### src/rtl/dmem_lsu_if.sv
// Bus between the pipeline memory stage, the LSU and the 64-bit data memory.
// slave: the LSU side. master: the requester plus the memory.
// Macro LSU_LOAD_SEXT_EN adds the req_sext request field.
interface dmem_lsu_if #(
    parameter int AW = 9
);
    logic          req_valid;
    logic          req_ready;
    logic          req_wr;
    logic [0:1]    req_size;
    logic [0:AW+2] req_addr;
    logic [0:63]   req_wdata;
`ifdef LSU_LOAD_SEXT_EN
    logic          req_sext;
`endif
    logic          resp_valid;
    logic [0:63]   resp_rdata;
    logic          resp_err;
    logic          memEn;
    logic          memWrEn;
    logic [0:AW-1] memAddr;
    logic [0:63]   dataIn;
    logic [0:63]   dataOut;

    modport slave (
        input  req_valid, req_wr, req_size, req_addr, req_wdata,
`ifdef LSU_LOAD_SEXT_EN
        input  req_sext,
`endif
        input  dataOut,
        output req_ready, resp_valid, resp_rdata, resp_err,
        output memEn, memWrEn, memAddr, dataIn
    );

    modport master (
        output req_valid, req_wr, req_size, req_addr, req_wdata,
`ifdef LSU_LOAD_SEXT_EN
        output req_sext,
`endif
        output dataOut,
        input  req_ready, resp_valid, resp_rdata, resp_err,
        input  memEn, memWrEn, memAddr, dataIn
    );
endinterface

### src/rtl/dmem_lsu.sv
// dmem_lsu: load/store unit in front of the 64-bit x 512 data memory.
// Sub-word stores are read-modify-write since the memory has no byte enables.
// Bit numbering is big-endian: bit 0 is the MSB, byte offset 0 is bits [0:7].
// Optional macro LSU_LOAD_SEXT_EN: per-load sign extension via req_sext.
module dmem_lsu #(
    parameter int DW = 64,
    parameter int AW = 9
) (
    input logic clk,
    input logic reset,
    dmem_lsu_if.slave bus
);
    typedef enum logic [1:0] {IDLE, LD_WAIT, RMW_RD, RMW_WR} lsuState_t;

    lsuState_t      state;
    logic [0:AW-1]  hAddr;
    logic [0:1]     hSize;
    logic [0:2]     hOff;
    logic [0:DW-1]  hWdata;
    logic [0:DW-1]  merged;
    logic           hSext;

    logic [0:2]     reqOff;
    logic           aligned;
    logic [63:0]    laneMask;
    logic [5:0]     shamt;
    logic [63:0]    shifted;
    logic           signBit;
    logic [63:0]    loadData;
    logic [63:0]    mergeData;

    // Right-aligned mask covering one lane of the given size.
    function automatic logic [63:0] maskOf(input logic [1:0] size);
        case (size)
            2'b00:   maskOf = 64'h0000_0000_0000_00FF;
            2'b01:   maskOf = 64'h0000_0000_0000_FFFF;
            2'b10:   maskOf = 64'h0000_0000_FFFF_FFFF;
            default: maskOf = 64'hFFFF_FFFF_FFFF_FFFF;
        endcase
    endfunction

    // Bit distance from the lane's LSB to the dword LSB. For an aligned
    // access the lane's last byte is off|(bytes-1), so 7 minus that is ~.
    function automatic logic [5:0] shiftOf(input logic [1:0] size, input logic [2:0] off);
        logic [2:0] span;
        case (size)
            2'b00:   span = 3'd0;
            2'b01:   span = 3'd1;
            2'b10:   span = 3'd3;
            default: span = 3'd7;
        endcase
        shiftOf = {~(off | span), 3'b000};
    endfunction

    // Request alignment check.
    always_comb begin
        reqOff = bus.req_addr[AW:AW+2];
        case (bus.req_size)
            2'b00:   aligned = 1'b1;
            2'b01:   aligned = ~reqOff[2];
            2'b10:   aligned = (reqOff[1:2] == 2'b00);
            default: aligned = (reqOff == 3'b000);
        endcase
    end

    // Lane extraction for loads and lane merge for sub-word stores.
    always_comb begin
        laneMask  = maskOf(hSize);
        shamt     = shiftOf(hSize, hOff);
        shifted   = bus.dataOut >> shamt;
        signBit   = |(shifted & laneMask & ~(laneMask >> 1));
        loadData  = shifted & laneMask;
        if (hSext && signBit)
            loadData = loadData | ~laneMask;
        mergeData = (bus.dataOut & ~(laneMask << shamt)) | ((hWdata & laneMask) << shamt);
    end

    // Memory port: straight from the request in IDLE, from held state in RMW_WR.
    always_comb begin
        bus.memEn   = 1'b0;
        bus.memWrEn = 1'b0;
        bus.memAddr = hAddr;
        bus.dataIn  = merged;
        if (!reset) begin
            case (state)
                IDLE: begin
                    bus.memAddr = bus.req_addr[0:AW-1];
                    bus.dataIn  = bus.req_wdata;
                    if (bus.req_valid) begin
                        bus.memEn   = aligned;
                        bus.memWrEn = bus.req_wr & (bus.req_size == 2'b11);
                    end
                end
                RMW_WR: begin
                    bus.memEn   = 1'b1;
                    bus.memWrEn = 1'b1;
                end
                default: ;
            endcase
        end
    end

    assign bus.req_ready = (state == IDLE) & ~reset;

    // Control FSM with registered response outputs.
    always_ff @(posedge clk) begin
        if (reset) begin
            state          <= IDLE;
            hAddr          <= '0;
            hSize          <= '0;
            hOff           <= '0;
            hWdata         <= '0;
            hSext          <= 1'b0;
            merged         <= '0;
            bus.resp_valid <= 1'b0;
            bus.resp_err   <= 1'b0;
            bus.resp_rdata <= '0;
        end else begin
            bus.resp_valid <= 1'b0;
            bus.resp_err   <= 1'b0;
            case (state)
                IDLE: begin
                    if (bus.req_valid) begin
                        if (!aligned) begin
                            bus.resp_valid <= 1'b1;
                            bus.resp_err   <= 1'b1;
                            bus.resp_rdata <= '0;
                        end else if (!(bus.req_wr && bus.req_size == 2'b11)) begin
                            // Sub-word store or any load: hold the request.
                            hAddr  <= bus.req_addr[0:AW-1];
                            hSize  <= bus.req_size;
                            hOff   <= reqOff;
                            hWdata <= bus.req_wdata;
`ifdef LSU_LOAD_SEXT_EN
                            hSext  <= bus.req_sext & ~bus.req_wr;
`else
                            hSext  <= 1'b0;
`endif
                            state  <= bus.req_wr ? RMW_RD : LD_WAIT;
                        end
                    end
                end
                LD_WAIT: begin
                    bus.resp_rdata <= loadData;
                    bus.resp_valid <= 1'b1;
                    state          <= IDLE;
                end
                RMW_RD: begin
                    merged <= mergeData;
                    state  <= RMW_WR;
                end
                default: state <= IDLE;
            endcase
        end
    end
endmodule

### src/flat_wrapper.sv
// flat-port wrapper written by rule: the top's interface ports become plain ports
module dmem_lsu_flat 
#(
    parameter int DW = 64,
    parameter int AW = 9
)
  (clk, reset, bus_req_valid, bus_req_wr, bus_req_size, bus_req_addr, bus_req_wdata, bus_dataOut, bus_req_ready, bus_resp_valid, bus_resp_rdata, bus_resp_err, bus_memEn, bus_memWrEn, bus_memAddr, bus_dataIn);
  dmem_lsu_if #(.AW(AW)) bus_i ();
  input logic clk;
  input logic reset;
  input wire logic [$bits(bus_i.req_valid)-1:0] bus_req_valid;
  input wire logic [$bits(bus_i.req_wr)-1:0] bus_req_wr;
  input wire logic [$bits(bus_i.req_size)-1:0] bus_req_size;
  input wire logic [$bits(bus_i.req_addr)-1:0] bus_req_addr;
  input wire logic [$bits(bus_i.req_wdata)-1:0] bus_req_wdata;
  input wire logic [$bits(bus_i.dataOut)-1:0] bus_dataOut;
  output wire logic [$bits(bus_i.req_ready)-1:0] bus_req_ready;
  output wire logic [$bits(bus_i.resp_valid)-1:0] bus_resp_valid;
  output wire logic [$bits(bus_i.resp_rdata)-1:0] bus_resp_rdata;
  output wire logic [$bits(bus_i.resp_err)-1:0] bus_resp_err;
  output wire logic [$bits(bus_i.memEn)-1:0] bus_memEn;
  output wire logic [$bits(bus_i.memWrEn)-1:0] bus_memWrEn;
  output wire logic [$bits(bus_i.memAddr)-1:0] bus_memAddr;
  output wire logic [$bits(bus_i.dataIn)-1:0] bus_dataIn;
  assign bus_i.req_valid = bus_req_valid;
  assign bus_i.req_wr = bus_req_wr;
  assign bus_i.req_size = bus_req_size;
  assign bus_i.req_addr = bus_req_addr;
  assign bus_i.req_wdata = bus_req_wdata;
  assign bus_i.dataOut = bus_dataOut;
  assign bus_req_ready = bus_i.req_ready;
  assign bus_resp_valid = bus_i.resp_valid;
  assign bus_resp_rdata = bus_i.resp_rdata;
  assign bus_resp_err = bus_i.resp_err;
  assign bus_memEn = bus_i.memEn;
  assign bus_memWrEn = bus_i.memWrEn;
  assign bus_memAddr = bus_i.memAddr;
  assign bus_dataIn = bus_i.dataIn;
  dmem_lsu #(.DW(DW), .AW(AW)) u_core (.clk(clk), .reset(reset), .bus(bus_i));
endmodule
### config.mk
export PLATFORM = sky130hd
export DESIGN_NAME = dmem_lsu_flat
export DESIGN_NICKNAME = d
export VERILOG_FILES = /design/src/rtl/dmem_lsu_if.sv /design/src/rtl/dmem_lsu.sv /design/src/flat_wrapper.sv
export SDC_FILE = /design/constraint.sdc
export NUM_CORES = 1
export LEC_CHECK = 0
export ABC_AREA = 1
export BUFFER_PORTS_ARGS = -buffer_cell sky130_fd_sc_hd__buf_2
export CAP_MARGIN = 10
export CORE_ASPECT_RATIO = 1.2
export CORE_MARGIN = 2
export CORE_UTILIZATION = 49
export CTS_CLUSTER_SIZE = 30
export DETAILED_ROUTE_END_ITERATION = 12
export MAX_ROUTING_LAYER = met4
export PLACE_DENSITY = 0.84
export SLEW_MARGIN = 20
export SYNTH_ARGS = -nofsm -noshare
export SYNTH_HDL_FRONTEND = slang
export SYNTH_SLANG_ARGS = --single-unit
export TNS_END_PERCENT = 30
### constraint.sdc
create_clock -name clk -period 1.6 [get_ports clk]
set_clock_uncertainty 0.1 [all_clocks]
set_input_delay 0.08 -clock clk [delete_from_list [all_inputs] [get_ports clk]]
set_output_delay 0.08 -clock clk [all_outputs]
set_load 0.05 [all_outputs]
==> results of run 1 <==
[what timing repair did]
action | 4_1_cts
hold endpoints to repair | 164
cloned | 11
pin swaps | 20
hold buffers | 144
buffers inserted | 23
endpoints found under the setup margin | 282
gates resized for setup | 275
[metrics by stage]
step                      TNS (ns)  hold WS, ns  setup slack, ns
after floorplan              -8.01        0.157           -0.174
after global placement      -25.84        0.266           -0.179
after detailed placement    -33.05        0.277           -0.220
after CTS                   -64.15       0.0329           -0.581
[kinds of logic after synthesis]
family,Yosys count,share of synthesized area [%]
AO/OA/AOI/OAI,472,21.5
adder cells (fa/ha/maj),4,0.441
buffers and inverters,290,10.4
flip-flops,210,37.1
AND/OR/NAND/NOR,822,30.6
[layer usage]
| metal | global-route usage [%] | overflow |
|---|---|---|
| met3 | 52.0 | 5 |
| met5 | - | - |
| met1 | 68.0 | 0 |
| met2 | 90.4 | 10 |
| met4 | 72.7 | 12 |
==> impl_results.md, run 1 <==
* Post-synthesis sequential area ratio at 37.1%
* Syn_nets at 1,948
* Failing step: 5_1_grt
* Ys async rst share at 0%
* DIE WIDTH at 143 µm
* # placed instances at 2,423
* Post-Syn Area per Cell at 6.31 µm²
* Synth Cell Area at 11,300 µm²
* Ys Warns at 0
* Cts bufs inserted at 22
* CTS Root Cell: clkbuf_16
* TritonCTS Sinks at 210
* Synth Flop Type: dfxtp_1
* Synth top cells by count: nand2_1 (546), a21oi_1 (261), nand3_1 (228), dfxtp_1 (210), o21ai_0 (170)
* Dominant cell type by area after synthesis: dfxtp_1
* Share of the synthesized area in the top cell type at 37.1%
* Mapped Cells at 1,798
* Buffers on Ports at 287
* Routability Congestion at 0.985
* Rows at 61
* I/O Pins at 288
* H-tree depth at 1
* Total Routing Usage GR at 71.7%
* Deepest clock path buffer count at 3
* Area post-placement at 14,600 µm²
* Critical endpoint after global-route timing repair: bus_dataIn[2]
* Die Ht at 171 µm
* Status: aborted with a tool error
* Synth Register Bits at 210
* Synth area leaders: dfxtp_1 (37%), nand2_1 (18%), a21oi_1 (12%)
* Distinct cells, synth at 25
* Dpl hpwl at 35,800 µm
* GRT overflow at 27
* Largest net degree at the start of global routing at 81
* Starting Density at 49.4%
* Most numerous cell in the Yosys netlist: nand2_1
* Post-synth EDFFs at 0
* Worst endpoint type: output port
* Tool Error: [ERROR GRT-0232] Routing congestion too high. Check the congestion heatmap in the GUI.
==> inputs of run 2 (changes only) <==
- CORE_ASPECT_RATIO: 1.2 -> unset
- CORE_UTILIZATION: 49 -> 35
- CTS_CLUSTER_SIZE: 30 -> unset
- MAX_ROUTING_LAYER: met4 -> unset
- PLACE_DENSITY: 0.84 -> unset
- PLACE_DENSITY_LB_ADDON: unset -> 0.15
- clock period: 1.6 -> 2.1 ns (I/O delays scaled with it)
==> impl_results.md, run 2 <==
* Die Ht at 184 µm
* Dominant cell type by area after synthesis: dfxtp_1
* Global-route wire length before repair at 78,200 µm
* Final worst-path setup slack at -0.184 ns
* Post-Syn Area per Cell at 6.31 µm²
* Commonest non-fill, non-tap cells in the layout: nand2_1 (479), a21oi_1 (259), nand3_1 (227)
* Status: finished with violations
* WP data required at 1.89 ns
* H-tree depth at 1
* CTS tree: yes
* Total power at 22.6 mW
* Final core utilization at 54.1%
* Crit path max-delay cell type: dfxtp_2
* Rows at 65
* Crit Path Class: register to output port
* Synth Cell Area at 11,300 µm²
* Final Non-Filler Cells at 2,628
* Leading registers by flop count: u_core.bus.resp_rdata x64, u_core.hWdata x64, u_core.merged x64
* Final setup viols at 74
* Initial antenna violation count at 1
* Worst Reg2Reg Path Length in Cells at 7
* Die area at 33,900 µm²
* DRT iter0 DRCs at 1,249
* Synth Flop Type: dfxtp_1
* Syn_nets at 1,948
* Worst rel slew slack at 54.9%
* Worst-path maximum fanout at 5
* Worst Tran Pin Value at 0.677 ns
* CTS Root Cell: clkbuf_16
* HP Class: primary input to register
* Final setup TNS at -9.42 ns
* Drc violations at 0
* Worst path max stage delay at 0.33 ns
* Distinct cells, synth at 25
* Fin. Hold Viols at 0
* Worst path cell trace: inv_2 -> ha_4 -> inv_4 -> nor2_4 -> buf_6 -> buf_8 -> buf_12 -> buf_16 -> nand2_2 -> nand2_2 -> buf_6
* Fin. max-slew vios at 0
* Ys async rst share at 0%
* DIE WIDTH at 184 µm
* Dpl hpwl at 35,600 µm
* Post-synth EDFFs at 0
* Ys Warns at 0
* # placed instances at 2,406
* Vias in the first global route at 13,400
* Max-cap violation count at 0
* GRT overflow at 0
* Core Area at 31,700 µm²
* Vias/cell at 5.38
* Synth Register Bits at 210
* Critical Path AT at 2.08 ns
* Static Leak at 7.81 nW
* Final wirelength at 53,300 µm
* Deepest clock path buffer count at 3
* CP startpoint kind: register
* Post-route ant nets at 0
* Wirelength per Cell at 20.3 µm
* Crit share post-route at 109%
* Mapped Cells at 1,798
* Drt first pass iters at 6
* Post-synthesis sequential area ratio at 37.1%
* Routability Congestion at 0.898
* Synth top cells by count: nand2_1 (546), a21oi_1 (261), nand3_1 (228), dfxtp_1 (210), o21ai_0 (170)
* Starting Density at 35.8%
* Total Routing Usage GR at 30.1%
* Kind of end point of the critical path: output port
* Hold path depth at 4
* P per Cell Area at 1310 nW/µm²
* Tmin final at 2.28 ns
* Failing checks: negative setup slack
* TritonCTS Sinks at 210
* Largest net degree at the start of global routing at 75
* Worst skew pair latency at 0.55 ns
* Nets at 2,357
* Cts bufs inserted at 24
* Most numerous cell in the Yosys netlist: nand2_1
* P&R area growth vs syn at 51.4%
* Synth area leaders: dfxtp_1 (37%), nand2_1 (18%), a21oi_1 (12%)
* Buffers on Ports at 287
* Layout cell share with drive strength beyond 1 at 23.6%
* Share of the synthesized area in the top cell type at 37.1%
* Unrepaired setup endpoints after global routing: true
* Fmax at 438 MHz
* I/O Pins at 288
* Worst Hold Slack at 0.287 ns
* Commonest non-fill, non-tap cell in the layout: nand2_1
* Clock transition at path regs at 0.07 ns
* DR vias at 14,100
* IR drop worst, VDD at 0.862 mV
run 2: cell counts after synthesis:
Identical to the previous run, type by type.
run 2: layout make-up:
type                    instances  area, µm²
diodes                          1       2.50
clock buffers                  27        622
clock inverters                17        171
fillers                      3094      14500
inverters                     159        618
multi-input cells            1298       6410
flip-flops and latches        210       4210
well taps                     402        503
repair buffers                514       4640
run 2: logic make-up (layout without fill, tap and decap cells):
group,count (synthesis),count (layout),synth area share [%]
buffers and inverters,290,717,10.4
and+or+nand+nor,822,822,30.6
other,0,1,0
adders and majority gates,4,4,0.441
AOI/OAI and AO/OA,472,472,21.5
DFF,210,210,37.1
run 2: metal layers:
layer | GRT usage (%) | part of all wire (%)
met1 | 39.1 | 42
met2 | 51.5 | 48
met3 | 3.29 | 6.2
met4 | 10.9 | 3.9
met5 | 0 | 0
run 2: worst paths after layout:
kind / start / endpoint / slack, ns
worst min-delay path: bus_req_wdata[37] / u_core.hWdata[26]$_SDFFE_PP0P_ / 0.29
worst max-delay path: u_core.state[1]$_SDFFE_PP0P_ / bus_dataIn[55] / -0.18
worst max register to register: u_core.state[0]$_SDFFE_PP0P_ / u_core.bus.resp_rdata[49]$_SDFFE_PP0P_ / 0.09
worst min register to register: u_core.hWdata[29]$_SDFFE_PP0P_ / u_core.hWdata[29]$_SDFFE_PP0P_ / 0.35
run 2: critical path: cells and delay by family, from the launching register on:
kind / cells / cell delay [ns]
simple gates: 3 / 0.25
buf+inv: 7 / 0.80
flops: 1 / 0.33
fa+ha+maj: 1 / 0.15
run 2: repair_timing:
item / 4_1_cts / 5_1_grt
pin swaps: 29 / 20
gates resized for setup: 232 / 101
cloned: 10 / 3
endpoints found under the hold margin: 162 / 0
endpoints found under the setup margin: 76 / 90
hold buffers: 147 / 0
setup buffers: 10 / 7
run 2: where the power goes:
group / total (mW) / internal (mW) / switching [mW]
sequential: 5.50 / 4.89 / 0.617
combinational: 12.8 / 4.53 / 8.24
clock: 4.28 / 2.41 / 1.87
run 2: metrics by stage:
step                      setup WS (ns)  area [µm²]
after floorplan                  -0.356       11400
after global placement            0.188       13400
after detailed placement          0.149       13400
after CTS                        -0.153       16700
after global routing             -0.240       17200
final                            -0.184       17200
(Power assumes the default switching activity.)
